$ cat config.mk
export PLATFORM = sky130hd
export DESIGN_NAME = axi_at86rf215_iq_tx
export DESIGN_NICKNAME = d
export VERILOG_FILES = /design/src/rtl/at86rf215_pkg.sv /design/src/rtl/at86rf215_tx_fifo.sv /design/src/rtl/axi_at86rf215_iq_tx.sv
export SDC_FILE = /design/constraint.sdc
export NUM_CORES = 1
export LEC_CHECK = 0
export BUFFER_PORTS_ARGS = -buffer_cell sky130_fd_sc_hd__buf_4
export CAP_MARGIN = 40
export CORE_ASPECT_RATIO = 0.9
export CORE_UTILIZATION = 45
export CTS_BUF_LIST = sky130_fd_sc_hd__clkbuf_8
export CTS_CLUSTER_DIAMETER = 30
export DETAILED_ROUTE_END_ITERATION = 16
export PLACE_DENSITY = 0.61
export REMOVE_ABC_BUFFERS = 1
export SLEW_MARGIN = 20
export SYNTH_ARGS = -nofsm -noshare
export SYNTH_HDL_FRONTEND = slang
export SYNTH_HIERARCHICAL = 1
export SYNTH_SLANG_ARGS = --single-unit
export TNS_END_PERCENT = 20
$ cat constraint.sdc
create_clock -name aclk -period 3 [get_ports aclk]
set_clock_uncertainty 0.05 [all_clocks]
set_input_delay 0 -clock aclk [delete_from_list [all_inputs] [get_ports aclk]]
set_output_delay 0 -clock aclk [all_outputs]
set_load 0.005 [all_outputs]
$ cat src/rtl/at86rf215_pkg.sv
// Shared definitions for the AT86RF215 LVDS I/Q serial interface (TX and RX).
// Holds the frame sync headers, field widths, frame formatter and TX FSM states.
package at86rf215_pkg;

    localparam logic [1:0] I_SYNC     = 2'b10;
    localparam logic [1:0] Q_SYNC     = 2'b01;
    localparam int         FRAME_BITS = 32;
    localparam int         IQ_BITS    = 13;

    typedef enum logic [1:0] {
        IDLE  = 2'd0,
        RUN   = 2'd1,
        DRAIN = 2'd2
    } tx_state_t;

    // One 32-bit transceiver frame: sync header, 13-bit sample and a zero pad bit per half.
    function automatic logic [FRAME_BITS-1:0] iq_frame(input logic [IQ_BITS-1:0] i,
                                                       input logic [IQ_BITS-1:0] q);
        return {I_SYNC, i, 1'b0, Q_SYNC, q, 1'b0};
    endfunction

endpackage

$ cat src/rtl/at86rf215_tx_fifo.sv
// First-word-fall-through sample FIFO; o_data always shows the oldest entry.
// A synchronous active-low aresetn flushes the contents.
module at86rf215_tx_fifo #(
    parameter int DEPTH = 4,
    parameter int WIDTH = 32
) (
    input  logic             aclk,
    input  logic             aresetn,
    input  logic             i_push,
    input  logic [WIDTH-1:0] i_data,
    output logic             o_full,
    input  logic             i_pop,
    output logic [WIDTH-1:0] o_data,
    output logic             o_empty
);

    localparam int AW = $clog2(DEPTH);

    logic [WIDTH-1:0] r_mem [DEPTH];
    logic [AW-1:0]    r_wr_ptr;
    logic [AW-1:0]    r_rd_ptr;
    logic [AW:0]      r_count;
    logic             w_push;
    logic             w_pop;

    // Full and empty come from the registered count, so a pop only re-opens space next cycle.
    assign o_full  = (r_count == (AW+1)'(DEPTH));
    assign o_empty = (r_count == '0);
    assign w_push  = i_push && !o_full;
    assign w_pop   = i_pop && !o_empty;
    assign o_data  = r_mem[r_rd_ptr];

    always_ff @(posedge aclk) begin
        if (!aresetn) begin
            r_wr_ptr <= '0;
            r_rd_ptr <= '0;
            r_count  <= '0;
        end else begin
            if (w_push) r_wr_ptr <= r_wr_ptr + AW'(1);
            if (w_pop)  r_rd_ptr <= r_rd_ptr + AW'(1);
            case ({w_push, w_pop})
                2'b10:   r_count <= r_count + (AW+1)'(1);
                2'b01:   r_count <= r_count - (AW+1)'(1);
                default: r_count <= r_count;
            endcase
        end
    end

    always_ff @(posedge aclk) begin
        if (w_push) r_mem[r_wr_ptr] <= i_data;
    end

endmodule

$ cat src/rtl/axi_at86rf215_iq_tx.sv
// AXI-Stream to AT86RF215 LVDS I/Q serializer: one formatted frame per data slot,
// zero frames in the padding slots, shifted out MSB first two bits per clock.
module axi_at86rf215_iq_tx
    import at86rf215_pkg::*;
#(
    parameter int C_S00_AXIS_TDATA_WIDTH = 32,
    parameter int FIFO_DEPTH             = 4,
    parameter int MAX_SAMPLE_RATE        = 10
) (
    input  logic                              aclk,
    input  logic                              aresetn,
    input  logic                              s00_axis_tvalid,
    output logic                              s00_axis_tready,
    input  logic [C_S00_AXIS_TDATA_WIDTH-1:0] s00_axis_tdata,
    input  logic                              s00_axis_tlast,
    input  logic [3:0]                        sample_rate,
    input  logic                              enable,
    output logic [1:0]                        iq_data_out,
    output logic                              tx_active,
    output logic                              underflow
);

    localparam logic [3:0] MAX_RATE = 4'(MAX_SAMPLE_RATE);

    tx_state_t               r_state;
    logic [3:0]              r_bit_cnt;
    logic [3:0]              r_slot_cnt;
    logic [3:0]              r_n;
    logic [FRAME_BITS-1:0]   r_shift;
    logic [1:0]              r_out;
    logic                    r_underflow;

    logic [3:0]              w_rate;
    logic                    w_last_bit;
    logic                    w_frame_start;
    logic [3:0]              w_next_slot;
    logic                    w_data_slot;
    logic                    w_pop;
    logic                    w_fifo_full;
    logic                    w_fifo_empty;
    logic [C_S00_AXIS_TDATA_WIDTH-1:0] w_fifo_data;
    logic [FRAME_BITS-1:0]   w_frame;
    logic                    w_unused;

    at86rf215_tx_fifo #(
        .DEPTH (FIFO_DEPTH),
        .WIDTH (C_S00_AXIS_TDATA_WIDTH)
    ) u_fifo (
        .aclk    (aclk),
        .aresetn (aresetn),
        .i_push  (s00_axis_tvalid),
        .i_data  (s00_axis_tdata),
        .o_full  (w_fifo_full),
        .i_pop   (w_pop),
        .o_data  (w_fifo_data),
        .o_empty (w_fifo_empty)
    );

    always_comb begin
        if (sample_rate == 4'd0)
            w_rate = 4'd1;
        else if (sample_rate > MAX_RATE)
            w_rate = MAX_RATE;
        else
            w_rate = sample_rate;
    end

    // A new frame starts leaving IDLE or straight after bit 15 while still enabled.
    assign w_last_bit    = (r_bit_cnt == 4'd15);
    assign w_frame_start = enable && ((r_state == IDLE) || ((r_state == RUN) && w_last_bit));
    assign w_next_slot   = ((r_state == IDLE) || (r_slot_cnt == r_n - 4'd1)) ? 4'd0
                                                                              : r_slot_cnt + 4'd1;
    assign w_data_slot   = (w_next_slot == 4'd0);
    assign w_pop         = w_frame_start && w_data_slot && !w_fifo_empty;
    assign w_frame       = (w_data_slot && !w_fifo_empty)
                         ? iq_frame(w_fifo_data[28:16], w_fifo_data[12:0]) : '0;

    assign s00_axis_tready = !w_fifo_full;
    assign iq_data_out     = r_out;
    assign tx_active       = (r_state == RUN);
    assign underflow       = r_underflow;
    assign w_unused        = ^{s00_axis_tlast, w_fifo_data[31:29], w_fifo_data[15:13]};

    // The period length is captured only when slot 0 begins, so rate changes wait a full period.
    always_ff @(posedge aclk) begin
        if (!aresetn) begin
            r_state     <= IDLE;
            r_bit_cnt   <= '0;
            r_slot_cnt  <= '0;
            r_n         <= 4'd1;
            r_shift     <= '0;
            r_out       <= '0;
            r_underflow <= 1'b0;
        end else begin
            r_underflow <= w_frame_start && w_data_slot && w_fifo_empty;
            if (w_frame_start) begin
                r_state    <= RUN;
                r_bit_cnt  <= '0;
                r_slot_cnt <= w_next_slot;
                if (w_data_slot) r_n <= w_rate;
                r_out      <= w_frame[31:30];
                r_shift    <= {w_frame[29:0], 2'b00};
            end else if ((r_state == IDLE) || w_last_bit) begin
                r_state    <= IDLE;
                r_bit_cnt  <= '0;
                r_slot_cnt <= '0;
                r_out      <= '0;
            end else begin
                if (!enable) r_state <= DRAIN;
                r_bit_cnt <= r_bit_cnt + 4'd1;
                r_out     <= r_shift[31:30];
                r_shift   <= {r_shift[29:0], 2'b00};
            end
        end
    end

endmodule

==> flow_summary.rst <==
.. list-table::
   :header-rows: 1

   * - Metric
     - Value
   * - Detailed Routing Iterations Pass 1
     - 4
   * - Start-to-end type of the worst setup path
     - flop to flop
   * - Remaining antenna violation count
     - 0
   * - Count of cells along the worst hold path
     - 2
   * - Achievable clock frequency
     - 354 MHz
   * - CP max FO
     - 4
   * - CP startpoint kind
     - flop
   * - Boundary pin count
     - 46
   * - GP Congestion
     - 0.728
   * - # H-tree levels
     - 4
   * - Worst-Margin Slew
     - 0.765 ns
   * - Final Instance Area
     - 0.00781 sq mm
   * - Max VDD drop
     - 0.000349 V
   * - Setup repair after global routing missed its margin
     - no
   * - Total via count after detailed routing
     - 4,040
   * - Total number of clock tree sinks
     - 159
   * - Top cell family by delay on the critical path
     - adder cells
   * - Final antenna diode count
     - 0
   * - WHS
     - 0.0430 ns
   * - Commonest non-fill, non-tap cell in the layout
     - edfxtp_1
   * - Wire length of the first global-routing pass
     - 20,400 um
   * - Cell Area, Synth
     - 0.00666 sq mm
   * - Minimum clock period after layout
     - 2.83 ns
   * - Pin count of the biggest net entering global routing
     - 87
   * - Count of routing violations after the opening detailed-route iteration
     - 280
   * - Port Buf Inserts
     - 38
   * - Worst-case setup slack after placement
     - -0.00595 ns
   * - Post-DR vias/cell
     - 5.44
   * - Setup-failing EPs final
     - 0
   * - Cell Count Post-Placement
     - 678
   * - Chip height
     - 117 um
   * - Layout fillers
     - 1,181
   * - Crit path arrival time
     - 3.16 ns
   * - Buffers & Inverters on Critical Path
     - 3
   * - Cell count along the critical path
     - 14
   * - Worst endpoint required time
     - 3.33 ns
   * - Net count, final
     - 587
   * - Routed WL
     - 12,700 um
   * - Core Rows
     - 41
   * - Non-Filler Instances
     - 743
   * - Overall power
     - 4.56 mW
   * - R2R depth
     - 14
   * - Relative max-transition margin
     - 49.0%
   * - Placeable core region
     - 0.0143 sq mm
   * - Overflow left after global routing
     - 0
   * - TritonCTS clock tree
     - yes
   * - Number of warnings printed during yosys synthesis
     - 6
   * - Routed wl met3
     - 556 um
   * - Hold Vio Cnt, Final
     - 0
   * - Post-DP Area
     - 0.00708 sq mm
   * - Final Max Tran Viols
     - 0
   * - Clock-pin slew reported for the worst setup and hold paths after clock tree synthesis
     - 0.08 ns
   * - Worst-case setup margin in the final layout
     - 0.174 ns
   * - Storage element area
     - 0.00423 sq mm
   * - Largest stage delay on the critical path
     - 0.38 ns
   * - Global-route total usage across every layer
     - 17.9%
   * - Maximum number of buffers from clock root to sink
     - 2
   * - Layout cells sized above 1
     - 24.2%
   * - Clock insertion delay at the later pin of the skew report
     - 0.45 ns
   * - Die width
     - 130 um
   * - Static Leakage
     - 2.61 nW
   * - Instance count of the mapped netlist
     - 468
   * - Max stage delay cell, worst path
     - fa_1
   * - Residual DRC
     - 0
   * - Die ar.
     - 0.0153 sq mm
   * - Met1 layer wirelength in the final routing
     - 6010 um
   * - Nature of the critical path endpoint
     - flop
   * - Highest-count cells in the layout ignoring fill and taps
     - edfxtp_1 (104), o21ai_0 (60), buf_4 (54), dfxtp_1 (52), dlygate4sd3_1 (31)
   * - Area of the multi-input gates
     - 0.00221 sq mm
   * - Placed wire-length estimate after detailed placement
     - 7030 um
   * - Hold WC Path Type
     - input pin to flop
   * - Wire length per cell
     - 17.0 um
   * - Number of buffers inserted during clock tree synthesis
     - 17
   * - Starting density of the core
     - 46.7%
   * - Worst-path cell chain
     - inv_1, ha_4, xor2_2, nand3_2, o211ai_2, nand3_2, inv_2, nor2b_4, ha_2, inv_1, fa_1, xor2_1, or3_1, a21boi_1
   * - Maximum Capacitance Violations
     - 0
   * - Clock root buffer
     - clkbuf_8
   * - Util after Layout
     - 54.7%
   * - Power per Cell Area
     - 584 mW/mm^2
   * - Outcome
     - finished, final reports clean
   * - Setup Total Neg Slack
     - 0 ns
   * - Max layer used
     - met4
   * - Synthesized area per cell
     - 14.2 sq um
   * - DR WL met2
     - 6010 um
   * - Number of antenna violations at the first check in global routing
     - 0
   * - Area growth from synthesis to final layout
     - 17.2%
   * - Final period utilization
     - 94.2%
   * - Vias in the first global route
     - 4,009
cell type report:
class	count	share of cell area, %
repair buffers	86	9.36
multi-input cells	260	28.3
clock buffers	18	3.17
flip-flops and latches	159	54.2
clock inverters	14	1.25
well taps	193	3.09
inverters	13	0.625
sequential cells by signal (all words and copies together), names as in the netlist, named ones only:
| register | count |
|---|---|
| iq_data_out | 2 |
| r_bit_cnt | 4 |
| r_n | 4 |
| r_shift | 29 |
| r_slot_cnt | 4 |
| r_state | 2 |
| u_fifo/r_count | 3 |
| u_fifo/r_mem | 104 |
| u_fifo/r_rd_ptr | 2 |
| u_fifo/r_wr_ptr | 2 |
| underflow | 1 |
metal layers:
layer / vias up / track usage [%]
met3: 4 / 4.93
met2: 78 / 28.6
met5: - / 0
met4: 0 / 5.23
li1: 1967 / -
met1: 1991 / 23.7
timing repair:
| action | CTS | global route |
|---|---|---|
| setup endpoints to repair | 1 | 1 |
| gates resized for setup | 1 | 10 |
| hold endpoints to repair | 113 | 0 |
| pin swaps | 0 | 3 |
| setup buffers | 0 | 1 |
| hold buffers | 31 | 0 |
report_power, final:
part	leakage, nW	switching, mW	internal (mW)
Sequential	1.41	0.0622	2.48
Clock	0.177	0.781	0.590
Combinational	1.03	0.368	0.287
Total	2.61	1.21	3.35
worst paths after layout:
kind	start	end	slack (ns)
worst max-delay path	r_n[1]	u_fifo/r_count[2]	0.17
worst min-delay path	aresetn	r_n[0]	0.04
worst max register to register	r_n[1]	u_fifo/r_count[2]	0.17
worst min register to register	r_bit_cnt[0]	r_bit_cnt[0]	0.42
(Power assumes the default switching activity.)
